File: src/rtl/interleave_sched_pkg.sv
// Shared types, default parameters and the round-robin pick helper for the
// interleave credit scheduler.
package interleave_sched_pkg;

  localparam int unsigned DEF_NUM_REQ    = 4;
  localparam int unsigned DEF_CREDIT_W   = 4;
  localparam int unsigned DEF_MAX_CREDIT = 8;
  localparam int unsigned MAX_REQ        = 16;
  localparam int unsigned PICK_W         = 4;

  typedef enum logic {RUN = 1'b0, PAUSED = 1'b1} sched_state_e;

  typedef struct packed {
    logic              found;
    logic [PICK_W-1:0] idx;
  } rr_pick_t;

  // First set bit at or above ptr, else the lowest set bit overall (wraps the search).
  function automatic rr_pick_t rr_pick(input logic [MAX_REQ-1:0] valid_vec,
                                       input logic [PICK_W-1:0]  ptr);
    rr_pick_t          hi;
    rr_pick_t          lo;
    logic [PICK_W-1:0] idx;
    hi = '0;
    lo = '0;
    for (int i = MAX_REQ - 1; i >= 0; i--) begin
      idx = PICK_W'(i);
      if (valid_vec[idx]) begin
        lo.found = 1'b1;
        lo.idx   = idx;
        if (idx >= ptr) begin
          hi.found = 1'b1;
          hi.idx   = idx;
        end
      end
    end
    return hi.found ? hi : lo;
  endfunction

endpackage

File: src/rtl/interleave_credit_counter.sv
// Per-requester credit counter: load, saturating up/down, overflow and
// underflow flags.
module interleave_credit_counter
  import interleave_sched_pkg::*;
#(
  parameter int unsigned CREDIT_W   = DEF_CREDIT_W,
  parameter int unsigned MAX_CREDIT = DEF_MAX_CREDIT
) (
  input  logic                clk,
  input  logic                rst,
  input  logic                clken,
  input  logic                load,
  input  logic [CREDIT_W-1:0] load_val,
  input  logic [CREDIT_W-1:0] limit,
  input  logic                incr,
  input  logic                decr,
  output logic [CREDIT_W-1:0] count,
  output logic                is_zero,
  output logic                ovf_c,
  output logic                unf_c
);

  // Simultaneous incr and decr cancel; load overrides both.
  always_comb begin
    is_zero = (count == '0);
    ovf_c   = clken && !load && incr && !decr && (count >= limit);
    unf_c   = clken && !load && decr && !incr && (count == '0);
  end

  always_ff @(posedge clk or posedge rst) begin
    if (rst) begin
      count <= CREDIT_W'(MAX_CREDIT);
    end else if (load) begin
      count <= load_val;
    end else if (clken) begin
      if (incr && !decr && !ovf_c) begin
        count <= count + CREDIT_W'(1);
      end else if (decr && !incr && !unf_c) begin
        count <= count - CREDIT_W'(1);
      end
    end
  end

endmodule

File: src/rtl/interleave_credit_scheduler.sv
// Credit-based round-robin scheduler feeding one registered valid/ready slot
// of the interleave datapath.
module interleave_credit_scheduler
  import interleave_sched_pkg::*;
#(
  parameter int unsigned NUM_REQ    = DEF_NUM_REQ,
  parameter int unsigned CREDIT_W   = DEF_CREDIT_W,
  parameter int unsigned MAX_CREDIT = DEF_MAX_CREDIT,
  parameter int unsigned ID_W       = $clog2(NUM_REQ)
) (
  input  logic                clk,
  input  logic                rst,
  input  logic [NUM_REQ-1:0]  req_valid,
  output logic [NUM_REQ-1:0]  req_ready,
  input  logic [NUM_REQ-1:0]  cr_return,
  input  logic                pause,
  input  logic                cfg_load,
  input  logic [CREDIT_W-1:0] cfg_credit,
  output logic                out_valid,
  output logic [ID_W-1:0]     out_id,
  input  logic                out_ready,
  output logic                idle,
  output logic                cr_err
);

  sched_state_e        state;
  sched_state_e        state_nxt;
  logic [ID_W-1:0]     rr_ptr;
  logic [CREDIT_W-1:0] lim;
  logic [CREDIT_W-1:0] credit [NUM_REQ];
  logic [NUM_REQ-1:0]  cnt_zero;
  logic [NUM_REQ-1:0]  ovf;
  logic [NUM_REQ-1:0]  unf;
  logic [NUM_REQ-1:0]  at_lim;
  logic [NUM_REQ-1:0]  eligible;
  logic [NUM_REQ-1:0]  accept;
  rr_pick_t            pick;
  logic                slot_free;
  logic                grant_en;

  always_ff @(posedge clk or posedge rst) begin
    if (rst) begin
      state <= RUN;
    end else begin
      state <= state_nxt;
    end
  end

  always_comb begin
    state_nxt = state;
    case (state)
      RUN:     if (pause)  state_nxt = PAUSED;
      PAUSED:  if (!pause) state_nxt = RUN;
      default: state_nxt = RUN;
    endcase
  end

  // Arbitration; the slot-free term lets a grant enter as the slot drains.
  always_comb begin
    eligible  = req_valid & ~cnt_zero;
    slot_free = !out_valid || out_ready;
    pick      = rr_pick(MAX_REQ'(eligible), PICK_W'(rr_ptr));
    grant_en  = !rst && (state == RUN) && slot_free && !cfg_load && pick.found;
    req_ready = grant_en ? (NUM_REQ'(1) << pick.idx) : '0;
    accept    = req_valid & req_ready;
    idle      = (state == PAUSED) && !out_valid && (&at_lim);
  end

  for (genvar g = 0; g < NUM_REQ; g++) begin : g_cnt
    interleave_credit_counter #(
      .CREDIT_W   (CREDIT_W),
      .MAX_CREDIT (MAX_CREDIT)
    ) u_cnt (
      .clk      (clk),
      .rst      (rst),
      .clken    (1'b1),
      .load     (cfg_load),
      .load_val (cfg_credit),
      .limit    (lim),
      .incr     (cr_return[g]),
      .decr     (accept[g]),
      .count    (credit[g]),
      .is_zero  (cnt_zero[g]),
      .ovf_c    (ovf[g]),
      .unf_c    (unf[g])
    );
    assign at_lim[g] = (credit[g] == lim);
  end

  always_ff @(posedge clk or posedge rst) begin
    if (rst) begin
      out_valid <= 1'b0;
      out_id    <= '0;
      rr_ptr    <= '0;
      cr_err    <= 1'b0;
      lim       <= CREDIT_W'(MAX_CREDIT);
    end else begin
      if (cfg_load) begin
        lim <= cfg_credit;
      end
      if ((|ovf) || (|unf)) begin
        cr_err <= 1'b1;
      end
      if (grant_en) begin
        out_valid <= 1'b1;
        out_id    <= ID_W'(pick.idx);
        rr_ptr    <= (pick.idx == PICK_W'(NUM_REQ - 1)) ? '0 : ID_W'(pick.idx + PICK_W'(1));
      end else if (out_ready) begin
        out_valid <= 1'b0;
      end
    end
  end

endmodule

File: config.mk
export PLATFORM = sky130hd
export DESIGN_NAME = interleave_credit_scheduler
export DESIGN_NICKNAME = d
export VERILOG_FILES = /design/src/rtl/interleave_sched_pkg.sv /design/src/rtl/interleave_credit_counter.sv /design/src/rtl/interleave_credit_scheduler.sv
export SDC_FILE = /design/constraint.sdc
export NUM_CORES = 1
export LEC_CHECK = 0
export ABC_AREA = 1
export ABC_CLOCK_PERIOD_IN_PS = 3850
export CAP_MARGIN = 15
export CORE_MARGIN = 1
export CORE_UTILIZATION = 45
export CTS_CLUSTER_SIZE = 24
export DETAILED_ROUTE_END_ITERATION = 8
export PLACE_DENSITY_LB_ADDON = 0.15
export SYNTH_ARGS = -nofsm -noshare
export SYNTH_HDL_FRONTEND = slang
export SYNTH_SLANG_ARGS = --single-unit
File: constraint.sdc
create_clock -name clk -period 3.85 [get_ports clk]
set_input_delay 0.385 -clock clk [delete_from_list [all_inputs] [get_ports clk]]
set_output_delay 0.385 -clock clk [all_outputs]
set_load 0.01 [all_outputs]
==> flow_summary.json, run 1 <==
{
  "period_minus_slack_ns": 3.29,
  "multi_input_area_um2": 1590,
  "crit_path_max_incr_delay_ns": 0.58,
  "status": "finished clean",
  "cts_hold_buffers": 0,
  "powerDensity_nw_per_um2": 636,
  "cp.required_ns": 4.08,
  "relSlewSlack_pct": 75.3,
  "drc": 0,
  "worst-r2r-setup-slack_ns": 0.56,
  "ios": 26,
  "netlist_instances": 319,
  "clk_latency_ns": 0.29,
  "dr.pass1.iters": 4,
  "reg2reg_from": "g_cnt[2].u_cnt.count[3]",
  "final_common_cell": "nand2_1",
  "synth_seq_cells": 27,
  "tritoncts": "built",
  "pwr-share-seq_pct": 29.5,
  "crit_path_top_delay_cell": "dfstp_2",
  "worst_pin_slew_ns": 0.370,
  "rr_worst_depth": 24,
  "die_x_um": 75.7,
  "core_um2": 5170,
  "crit_path_max_fanout": 6,
  "die_area_um2": 5730,
  "rsz0062_at_grt": "false",
  "critPathLaunchType": "flip-flop",
  "ff_latch_area_um2": 682,
  "htreeDepth": 1,
  "nets": 397,
  "pwr-share-clk_pct": 9.8,
  "clk_pin_slew_worst_paths_ns": 0.11,
  "synth-xor-area-share_pct": 2.51,
  "dr.first_iter.drc_count": 96,
  "start_util_pct": 47.3,
  "min_path_type": "in -> async",
  "synth.avg_cell_area_um2": 7.67,
  "dieHeight_um": 75.7,
  "grt_usage_pct": 22.6,
  "netSwitchingFraction_pct": 48.4,
  "n_antenna_cell": 0,
  "routedWlPerCell_um": 14.2,
  "synth_compound_area_share_pct": 11.2,
  "drtAntennaViolNets": 0,
  "cp_common_cell": "nand2_1",
  "layout-drive-gt1-share_pct": 12.7,
  "switchingPower_mw": 0.875,
  "synthToLayoutAreaGrowth_pct": 16.1,
  "final_cell_mix": "80 x nand2_1, 41 x inv_1, 28 x ha_1, 25 x clkdlybuf4s50_1, 22 x dfrtp_1",
  "post-route-period-util_pct": 85.6,
  "syn_area_um2": 2450,
  "cts_sinks": 27,
  "via_per_inst": 5.18,
  "fmax_mhz": 304,
  "syn-num-nets": 368,
  "power.internal_mw": 0.932,
  "grt_max_degree": 28,
  "path_class": "reg -> reg",
  "dpl.hpwl_um": 4630,
  "worstPathArrival_ns": 3.53,
  "setup_viol": 0,
  "synth_adder_area_share_pct": 17.6,
  "clockBufferDepth": 2,
  "skew_ns": 0.00881,
  "hold_viol": 0,
  "synth_mux_area_share_pct": 0,
  "synth_top_family_by_area": "simple AND/OR/NAND/NOR gates",
  "rows": 26,
  "vias": 2162,
  "grt_pass1_vias": 2033,
  "postCtsSetupRepairBufs": 0,
  "maxCapViolCount": 0,
  "drv_slew": 0,
  "nFillCells": 493,
  "routed_wl_um": 5940,
  "fin_area_um2": 2840,
  "vdd_drop_max_uv": 336,
  "grt_antenna_before_repair": 0,
  "io_buffers": 25,
  "yosysSeqAreaShare_pct": 27.9,
  "leakagePower_nw": 1.38,
  "p_comb_share_pct": 60.7,
  "overflow": 0,
  "timing.rr.end": "g_cnt[0].u_cnt.count[3]",
  "cts_root_buf": "clkbuf_8",
  "yosys_warnings": 0,
  "numCtsBuffers": 3,
  "place_congestion": 0.843,
  "path_cells": "nor2_1, nand2_1, nand2_1, inv_1, nand2_1, nand2_1, a21oi_1, nor2_1, inv_1, ha_1, nand4_2, nand3_2, ha_1, a21oi_1, nand2_1, or2_2, nand2_1, inv_1, nand4_1, nand2_1, nand2_1, nand2_1, nand2_1, nand2_1",
  "grt_first_pass_wirelength_um": 9630,
  "endpoint_kind": "flip-flop",
  "ys_types": 34,
  "setup_tns_ns": 0,
  "synth_simple_gate_area_share_pct": 33.6,
  "cts_resized": 0,
  "placed_cell_area_um2": 2790
}
worst max path at each step:
stage | start | to | slack (ns) | cells past startpoint
2_1_floorplan | g_cnt[2].u_cnt.count[3] | g_cnt[0].u_cnt.count[3] | 0.90 | 24
3_3_place_gp | req_valid[2] | g_cnt[0].u_cnt.count[3] | 0.45 | 23
3_5_place_dp | req_valid[2] | g_cnt[0].u_cnt.count[3] | 0.33 | 23
4_1_cts | g_cnt[2].u_cnt.count[3] | g_cnt[0].u_cnt.count[3] | 0.56 | 24
5_1_grt | g_cnt[0].u_cnt.count[3] | g_cnt[0].u_cnt.count[3] | 0.18 | 24
6_report | g_cnt[2].u_cnt.count[3] | g_cnt[0].u_cnt.count[3] | 0.56 | 24
layer usage:
layer	global-route usage [%]	up-vias	part of all wire, %
met5	0	-	0
met4	4.32	0	1.4
met3	3.44	10	3.2
met2	37.4	42	48
met1	31.3	997	47
li1	-	1113	-
worst max-delay path: cells and delay by family, from the launching register on:
family          cells  cell delay, ns
simple gates       17            1.66
fa+ha+maj           2            0.59
buf+inv             3            0.27
flops               1            0.58
compound gates      2            0.17
logic make-up (layout without fill, tap and decap cells):
family,Yosys count,in the layout
simple gates,157,157
compound gates,49,49
buf+inv,47,75
fa+ha+maj,32,32
flops,27,27
xor+xnor,7,7
final cells by class:
cell class | count | share of cell area (%)
Clock buffer | 3 | 1.45
Clock inverter | 1 | 0.264
Inverter | 43 | 5.69
Multi-Input combinational cell | 245 | 55.9
Sequential cell | 27 | 24.0
Tap cell | 70 | 3.09
Timing Repair Buffer | 28 | 9.61
power groups by stage:
stage	clock network [mW]	registers, mW	logic, mW
2_1_floorplan	0	0.504	0.848
3_3_place_gp	0	0.537	1.04
3_5_place_dp	0	0.539	1.08
4_1_cts	0.184	0.532	1.09
5_1_grt	0.193	0.553	1.26
6_report	0.178	0.533	1.10
cell usage after synthesis, drive strengths merged:
cell type / number / share of area [%]
a21oi: 16 / 3.6
clkbuf: 3 / 0.46
o31ai: 2 / 0.61
nand3b: 1 / 0.31
dfrtp: 22 / 23
ha: 28 / 14
nor3: 1 / 0.20
nor2: 28 / 6.1
xor2: 6 / 2.1
or2: 1 / 0.26
inv: 42 / 6.4
nor4: 1 / 0.26
a31oi: 1 / 0.26
nand2: 88 / 14
nand3: 21 / 7.8
o21ai: 24 / 4.9
clkinv: 1 / 0.15
buf: 1 / 0.20
fa: 4 / 3.3
dfstp: 5 / 5.4
o211ai: 3 / 0.92
nand4: 16 / 4.3
a21boi: 3 / 0.92
xnor2: 1 / 0.36
flip-flops by register name, summed over array words and instances, names as in the netlist:
name,cells
cr_err,1
out_id,2
rr_ptr,2
lim,4
g_cnt.u_cnt.count,16
out_valid,1
state,1
metrics by stage:
stage	utilization [%]	hold WS, ns	worst slack [ns]	instances	total power [mW]
after floorplan	-	0.416	0.896	319	1.35
after global placement	53.9	0.500	0.453	413	1.58
after detailed placement	53.9	0.475	0.330	413	1.62
after CTS	54.9	0.496	0.559	417	1.81
after global routing	54.9	0.511	0.175	417	2.01
final	54.9	0.486	0.556	417	1.81
No activity file was read; power rests on OpenSTA's default activity.
==> run 2, diff against run 1 <==
- CTS_CLUSTER_DIAMETER: not set -> 200
- SLEW_MARGIN: not set -> 15
==> results of run 2 <==
The final DEF is identical to that of run 1; final timing and power are the same.
